## src/rtl/game_sequencer_if.sv

```systemverilog
// Signal bundle between the game sequencer and its surroundings.
// The master side drives the player/game inputs. The slave side is the sequencer.
interface game_sequencer_if;
  logic       start;
  logic       pause_btn;
  logic       kb_valid;
  logic [1:0] kb_dir;
  logic       btn_valid;
  logic [1:0] btn_dir;
  logic       lose;
  logic       win;
  logic       tick;
  logic [1:0] dir;
  logic [1:0] state;
  logic       restart;
  logic [1:0] q_count;

  modport master (
    output start, pause_btn, kb_valid, kb_dir, btn_valid, btn_dir, lose, win,
    input  tick, dir, state, restart, q_count
  );

  modport slave (
    input  start, pause_btn, kb_valid, kb_dir, btn_valid, btn_dir, lose, win,
    output tick, dir, state, restart, q_count
  );
endinterface

```

## src/rtl/game_sequencer.sv

```systemverilog
// Snake game sequencer. It provides the game-step tick timer, run/pause/over control,
// and a two-deep queue of direction turns that are applied on each tick.
//
// state | meaning
// IDLE  | after reset; the timer is held and requests are ignored
// PLAY  | the timer runs; each tick applies the next queued turn
// PAUSE | the timer is frozen and the remaining step time is kept
// OVER  | the game has ended; only start leaves this state
module game_sequencer #(
  parameter logic [26:0] TICK_DIV = 27'd10600000
) (
  input logic             clk,
  input logic             rst,
  game_sequencer_if.slave bus
);

  typedef enum logic [1:0] {
    ST_IDLE  = 2'd0,
    ST_PLAY  = 2'd1,
    ST_PAUSE = 2'd2,
    ST_OVER  = 2'd3
  } state_t;

  state_t      r_state, w_state_nxt;
  logic [26:0] r_cnt, w_cnt_nxt;
  logic        r_tick, w_tick_nxt;
  logic        r_restart, w_restart_nxt;
  logic [1:0]  r_dir, w_dir_nxt;
  logic [1:0]  r_q0, w_q0_nxt;        // queue head
  logic [1:0]  r_q1, w_q1_nxt;        // second entry
  logic [1:0]  r_qcnt, w_qcnt_nxt;
  logic        r_pause_d;

  logic        w_pause_rise;
  logic        w_req_valid;
  logic [1:0]  w_req_dir;
  logic [1:0]  w_tail;
  logic [1:0]  w_ref;
  logic        w_push;
  logic        w_pop;

  assign w_pause_rise = bus.pause_btn & ~r_pause_d;

  // When both sources make a request in the same cycle, the keyboard request wins.
  assign w_req_valid = bus.kb_valid | bus.btn_valid;
  assign w_req_dir   = bus.kb_valid ? bus.kb_dir : bus.btn_dir;

  // A new turn is filtered against the last queued turn, or against dir when the queue is empty.
  assign w_tail = (r_qcnt == 2'd2) ? r_q1 : r_q0;
  assign w_ref  = (r_qcnt != 2'd0) ? w_tail : r_dir;
  assign w_push = (r_state == ST_PLAY) && w_req_valid &&
                  (w_req_dir != w_ref) && (w_req_dir != (w_ref ^ 2'b10));

  // Next-state logic for the mode, the step timer and the turn queue.
  always_comb begin
    w_state_nxt   = r_state;
    w_cnt_nxt     = r_cnt;
    w_tick_nxt    = 1'b0;
    w_restart_nxt = 1'b0;
    w_dir_nxt     = r_dir;
    w_q0_nxt      = r_q0;
    w_q1_nxt      = r_q1;
    w_qcnt_nxt    = r_qcnt;
    w_pop         = 1'b0;

    if (bus.start) begin
      w_state_nxt   = ST_PLAY;
      w_restart_nxt = 1'b1;
      w_dir_nxt     = 2'd0;
      w_qcnt_nxt    = 2'd0;
      w_cnt_nxt     = 27'd0;
    end else begin
      case (r_state)
        ST_IDLE: begin
          w_cnt_nxt = 27'd0;
        end
        ST_PLAY: begin
          if (bus.lose || bus.win) begin
            w_state_nxt = ST_OVER;
          end else begin
            // A pause edge freezes the timer on that edge, so no step time is lost.
            if (w_pause_rise) begin
              w_state_nxt = ST_PAUSE;
            end else if (r_cnt == TICK_DIV - 27'd1) begin
              w_cnt_nxt  = 27'd0;
              w_tick_nxt = 1'b1;
              w_pop      = (r_qcnt != 2'd0);
            end else begin
              w_cnt_nxt = r_cnt + 27'd1;
            end

            if (w_pop) begin
              w_dir_nxt = r_q0;
            end

            case ({w_push, w_pop})
              2'b01: begin
                w_q0_nxt   = r_q1;
                w_qcnt_nxt = r_qcnt - 2'd1;
              end
              2'b10: begin
                if (r_qcnt == 2'd0) begin
                  w_q0_nxt   = w_req_dir;
                  w_qcnt_nxt = 2'd1;
                end else if (r_qcnt == 2'd1) begin
                  w_q1_nxt   = w_req_dir;
                  w_qcnt_nxt = 2'd2;
                end
              end
              2'b11: begin
                // The pop frees a slot on the same edge, so the push always succeeds.
                if (r_qcnt == 2'd1) begin
                  w_q0_nxt = w_req_dir;
                end else begin
                  w_q0_nxt = r_q1;
                  w_q1_nxt = w_req_dir;
                end
              end
              default: ;
            endcase
          end
        end
        ST_PAUSE: begin
          if (w_pause_rise) begin
            w_state_nxt = ST_PLAY;
          end
        end
        default: ;
      endcase
    end
  end

  // State and datapath registers, cleared asynchronously by reset.
  always_ff @(posedge clk or negedge rst) begin
    if (!rst) begin
      r_state   <= ST_IDLE;
      r_cnt     <= 27'd0;
      r_tick    <= 1'b0;
      r_restart <= 1'b0;
      r_dir     <= 2'd0;
      r_q0      <= 2'd0;
      r_q1      <= 2'd0;
      r_qcnt    <= 2'd0;
      r_pause_d <= 1'b0;
    end else begin
      r_state   <= w_state_nxt;
      r_cnt     <= w_cnt_nxt;
      r_tick    <= w_tick_nxt;
      r_restart <= w_restart_nxt;
      r_dir     <= w_dir_nxt;
      r_q0      <= w_q0_nxt;
      r_q1      <= w_q1_nxt;
      r_qcnt    <= w_qcnt_nxt;
      r_pause_d <= bus.pause_btn;
    end
  end

  assign bus.tick    = r_tick;
  assign bus.dir     = r_dir;
  assign bus.state   = r_state;
  assign bus.restart = r_restart;
  assign bus.q_count = r_qcnt;

endmodule
```

## src/flat_wrapper.sv

```systemverilog
// flat-port wrapper written by rule: the top's interface ports become plain ports
module game_sequencer_flat 
#(
  parameter logic [26:0] TICK_DIV = 27'd10600000
)
  (clk, rst, bus_start, bus_pause_btn, bus_kb_valid, bus_kb_dir, bus_btn_valid, bus_btn_dir, bus_lose, bus_win, bus_tick, bus_dir, bus_state, bus_restart, bus_q_count);
  game_sequencer_if bus_i ();
  input logic clk;
  input logic rst;
  input wire logic [$bits(bus_i.start)-1:0] bus_start;
  input wire logic [$bits(bus_i.pause_btn)-1:0] bus_pause_btn;
  input wire logic [$bits(bus_i.kb_valid)-1:0] bus_kb_valid;
  input wire logic [$bits(bus_i.kb_dir)-1:0] bus_kb_dir;
  input wire logic [$bits(bus_i.btn_valid)-1:0] bus_btn_valid;
  input wire logic [$bits(bus_i.btn_dir)-1:0] bus_btn_dir;
  input wire logic [$bits(bus_i.lose)-1:0] bus_lose;
  input wire logic [$bits(bus_i.win)-1:0] bus_win;
  output wire logic [$bits(bus_i.tick)-1:0] bus_tick;
  output wire logic [$bits(bus_i.dir)-1:0] bus_dir;
  output wire logic [$bits(bus_i.state)-1:0] bus_state;
  output wire logic [$bits(bus_i.restart)-1:0] bus_restart;
  output wire logic [$bits(bus_i.q_count)-1:0] bus_q_count;
  assign bus_i.start = bus_start;
  assign bus_i.pause_btn = bus_pause_btn;
  assign bus_i.kb_valid = bus_kb_valid;
  assign bus_i.kb_dir = bus_kb_dir;
  assign bus_i.btn_valid = bus_btn_valid;
  assign bus_i.btn_dir = bus_btn_dir;
  assign bus_i.lose = bus_lose;
  assign bus_i.win = bus_win;
  assign bus_tick = bus_i.tick;
  assign bus_dir = bus_i.dir;
  assign bus_state = bus_i.state;
  assign bus_restart = bus_i.restart;
  assign bus_q_count = bus_i.q_count;
  game_sequencer #(.TICK_DIV(TICK_DIV)) u_core (.clk(clk), .rst(rst), .bus(bus_i));
endmodule
```

## config.mk

```make
export PLATFORM = sky130hd
export DESIGN_NAME = game_sequencer_flat
export DESIGN_NICKNAME = d
export VERILOG_FILES = /design/src/rtl/game_sequencer_if.sv /design/src/rtl/game_sequencer.sv /design/src/flat_wrapper.sv
export SDC_FILE = /design/constraint.sdc
export NUM_CORES = 1
export LEC_CHECK = 0
export BUFFER_PORTS_ARGS = -buffer_cell sky130_fd_sc_hd__buf_4
export CORE_ASPECT_RATIO = 1.2
export CORE_UTILIZATION = 55
export CTS_CLUSTER_DIAMETER = 40
export DETAILED_ROUTE_END_ITERATION = 8
export PLACE_DENSITY = 0.85
export SLEW_MARGIN = 10
export SYNTH_ARGS = -nofsm -noshare
export SYNTH_HDL_FRONTEND = slang
export SYNTH_SLANG_ARGS = --single-unit
```

## constraint.sdc

```tcl
create_clock -name clk -period 5.2 [get_ports clk]
set_input_delay 0.78 -clock clk [delete_from_list [all_inputs] [get_ports clk]]
set_output_delay 0.78 -clock clk [all_outputs]
set_load 0.005 [all_outputs]
```

==> results.yml <==
logic_synthesis:
  synth_compound_area_share_pct: 10.5
  synth_mux_area_share_pct: 5.16
  ys_seq_area_share_pct: 42.6
  syn_nets: 266
  syn_avg_cell_area_um2: 9.41
  synth_cell_types: 53
  synth_top_family_by_area: "simple AND/OR/NAND/NOR gates"
  synth_edf_count: 0
  yosysWarnings: 0
  netlist_instances: 250
  synthSimpleGateAreaFrac_pct: 29.0
  ys_seq_elements: 40
  synth-async-reset-ratio_pct: 100
  netlist_area_um2: 2350
  synth_adder_area_share_pct: 2.13
  yosys_most_used_dff: "dfrtp_1"
  synthXorXnorAreaFrac_pct: 7.45
outcome:
  run_status: "complete, no violations"
cells_and_area:
  layout-drive-gt1-share_pct: 16.5
  finalNonFillerCells: 321
  final_nets: 282
  area_growth_pct: 10.6
  layout_common_cells: "dfrtp_1, nor2_1, nand2_1"
  mostFrequentLayoutCell: "dfrtp_1"
  multiInputGateArea_um2: 1280
  nFillCells: 325
  seq_area_um2: 1000
  antennaDiodeCount: 0
sta:
  finalClockSkew_ns: 0.0125
  drv_slew: 0
  finalCritPeriodShare_pct: 50.8
  hold_viol: 0
  worst_pin_slew_ns: 0.673
  min_period_ns: 2.64
  tns_ns: 0
  relSlewSlack_pct: 54.8
  final-setup-viol-count: 0
  rsz0062_at_grt: "false"
  timing.fmax_ghz: 0.379
setup_path:
  cp-start-kind: "flip-flop"
  r2r-start: "u_core.r_cnt[0]"
  cp.required_ns: 5.34
  rr_endpoint: "u_core.r_cnt[23]"
  crit_slowest_cell: "o31ai_1"
  reg2regPathDepth: 5
  path_class: "reg -> reg"
  worstPathCellList: "ha_1 -> nand2_1 -> o31ai_1 -> a21o_1 -> nor2_1"
  path_max_fanout: 21
  rrSetupSlack_ns: 2.56
  crit_path_end: "u_core.r_cnt[23]"
  crit_path_end_kind: "flip-flop"
  max_stage_delay_ns: 0.67
  crit_start: "u_core.r_cnt[0]"
  crit_arrival_ns: 2.78
global_routing:
  antenna_found_initial: 0
  grt_overflow: 0
  grt_pass1_vias: 1819
  grt_pass1_wl_mm: 7.92
  track_usage_pct: 23.5
  grt_start_max_net_pins: 41
die:
  coreArea_um2: 4000
  die_y_um: 73.6
  start_util_pct: 58.7
  std_cell_rows: 25
  die_w_um: 61.7
  die_area_um2: 4540
  io_pins: 20
hold_path:
  hp-class: "in -> async"
cts:
  cts_buffers: 5
  cts_buffer_depth: 2
  h-tree-depth: 2
  clk_pin_slew_ns: 0.08
  cts_resized: 0
  post_cts_buffers: 0
  cts_hold_buf: 0
  cts_root_buf: "clkbuf_8"
  clkLatencyLatePin_ns: 0.29
  clock-sinks: 40
  cts_tree: "yes"
route:
  drc: 0
  dr.pass1.iters: 4
  wl_per_cell_um: 14.5
  wirelength_mm: 4.65
  drtIter0Drc: 122
  vias: 1952
  via_per_inst: 6.08
  antenna_left: 0
power:
  p_leak_nw: 1.05
  peakVddDrop_v: 0.000142
  p_total_uw: 571
  p_per_area_nw_per_um2: 219
placement:
  gp_congestion: 0.861
  placed_cells: 313
  dpl.hpwl_mm: 3.42
  portBuffers: 19
flow_run:
  cap_violations: 0
[synthesized netlist by cell type (2+ instances only)]
| library cell | number | area [um^2] |
|---|---|---|
| inv_1 | 5 | 18.8 |
| o21ai_0 | 7 | 35.0 |
| and3_1 | 6 | 37.5 |
| nand4_1 | 7 | 43.8 |
| and4_1 | 2 | 17.5 |
| a21o_1 | 2 | 15.0 |
| a21oi_1 | 6 | 30.0 |
| nor3_1 | 12 | 60.1 |
| ha_1 | 4 | 50.1 |
| xnor2_1 | 13 | 114 |
| nor3b_1 | 2 | 15.0 |
| o31ai_1 | 3 | 22.5 |
| nor4_1 | 6 | 37.5 |
| nor4bb_1 | 2 | 20.0 |
| mux2_1 | 4 | 45.0 |
| nand2_1 | 23 | 86.3 |
| o21a_1 | 2 | 15.0 |
| nand3_1 | 16 | 80.1 |
| mux2i_1 | 2 | 20.0 |
| dfrtp_1 | 40 | 1000 |
| clkbuf_1 | 6 | 22.5 |
| buf_2 | 2 | 10.0 |
| nor2b_1 | 3 | 18.8 |
| or3_2 | 2 | 15.0 |
| nor4_4 | 2 | 42.5 |
| xor2_1 | 7 | 61.3 |
| o41ai_1 | 4 | 35.0 |
| mux2_2 | 5 | 56.3 |
| nor2_1 | 31 | 116 |
[registers in the layout (all words and copies together) (netlist names)]
name	count
u_core.r_cnt	27
u_core.bus.dir	2
u_core.bus.q_count	2
u_core.bus.state	2
u_core.r_q0	2
u_core.r_q1	2
u_core.bus.restart	1
u_core.bus.tick	1
u_core.r_pause_d	1
[power by group]
group,switching [mW],total (mW),internal (mW)
sequential,0.00478,0.320,0.315
clock,0.104,0.198,0.0933
combinational,0.0337,0.0531,0.0193
total,0.143,0.571,0.428
[cell families (layout without fill, tap and decap cells)]
kind of cell | Yosys count | count (layout)
compound gates | 35 | 35
xor+xnor | 20 | 20
fa+ha+maj | 4 | 4
buf+inv | 16 | 33
flops | 40 | 40
mux | 11 | 11
simple gates | 124 | 124
[layer usage]
layer / track usage, % / up-vias / part of all wire [%]
li1: - / 940 / -
met2: 37.5 / 52 / 50
met3: 5.46 / 7 / 4.4
met5: 0 / - / 0
met1: 29.0 / 953 / 44
met4: 12.1 / 0 / 1.4
[final cells by class]
class | instances | area share, %
clock buffers | 5 | 2.64
flip-flops and latches | 40 | 38.5
multi-input cells | 194 | 49.1
inverters | 5 | 0.721
clock inverters | 3 | 0.721
repair buffers | 20 | 5.77
well taps | 54 | 2.60
[through the flow]
stage | worst slack (ns) | instance area (um^2) | hold slack (ns) | util [%]
floorplan | 2.96 | 2350 | 0.441 | -
finish | 2.56 | 2600 | 0.446 | 65.0
CTS | 2.56 | 2600 | 0.456 | 65.0
detailed placement | 2.57 | 2510 | 0.472 | 62.8
global placement | 2.70 | 2510 | 0.458 | 62.8
global route | 2.31 | 2600 | 0.481 | 65.0
[critical path, delay by kind of cell, from the launching register on]
kind / cells / cell delay, ns
and+or+nand+nor: 2 / 0.40
AOI/OAI and AO/OA: 2 / 1.33
DFF: 1 / 0.44
adders and majority gates: 1 / 0.31
[worst min-delay path by stage]
stage,end,slack [ns],cells past startpoint
after detailed placement,u_core.r_cnt[5],0.47,1
after CTS,u_core.r_cnt[11],0.46,1
after floorplan,u_core.r_cnt[5],0.44,1
final,u_core.r_cnt[5],0.45,1
after global placement,u_core.r_cnt[5],0.46,1
after global routing,u_core.r_cnt[7],0.48,1
Note: power is estimated with default switching activity, not from simulation.
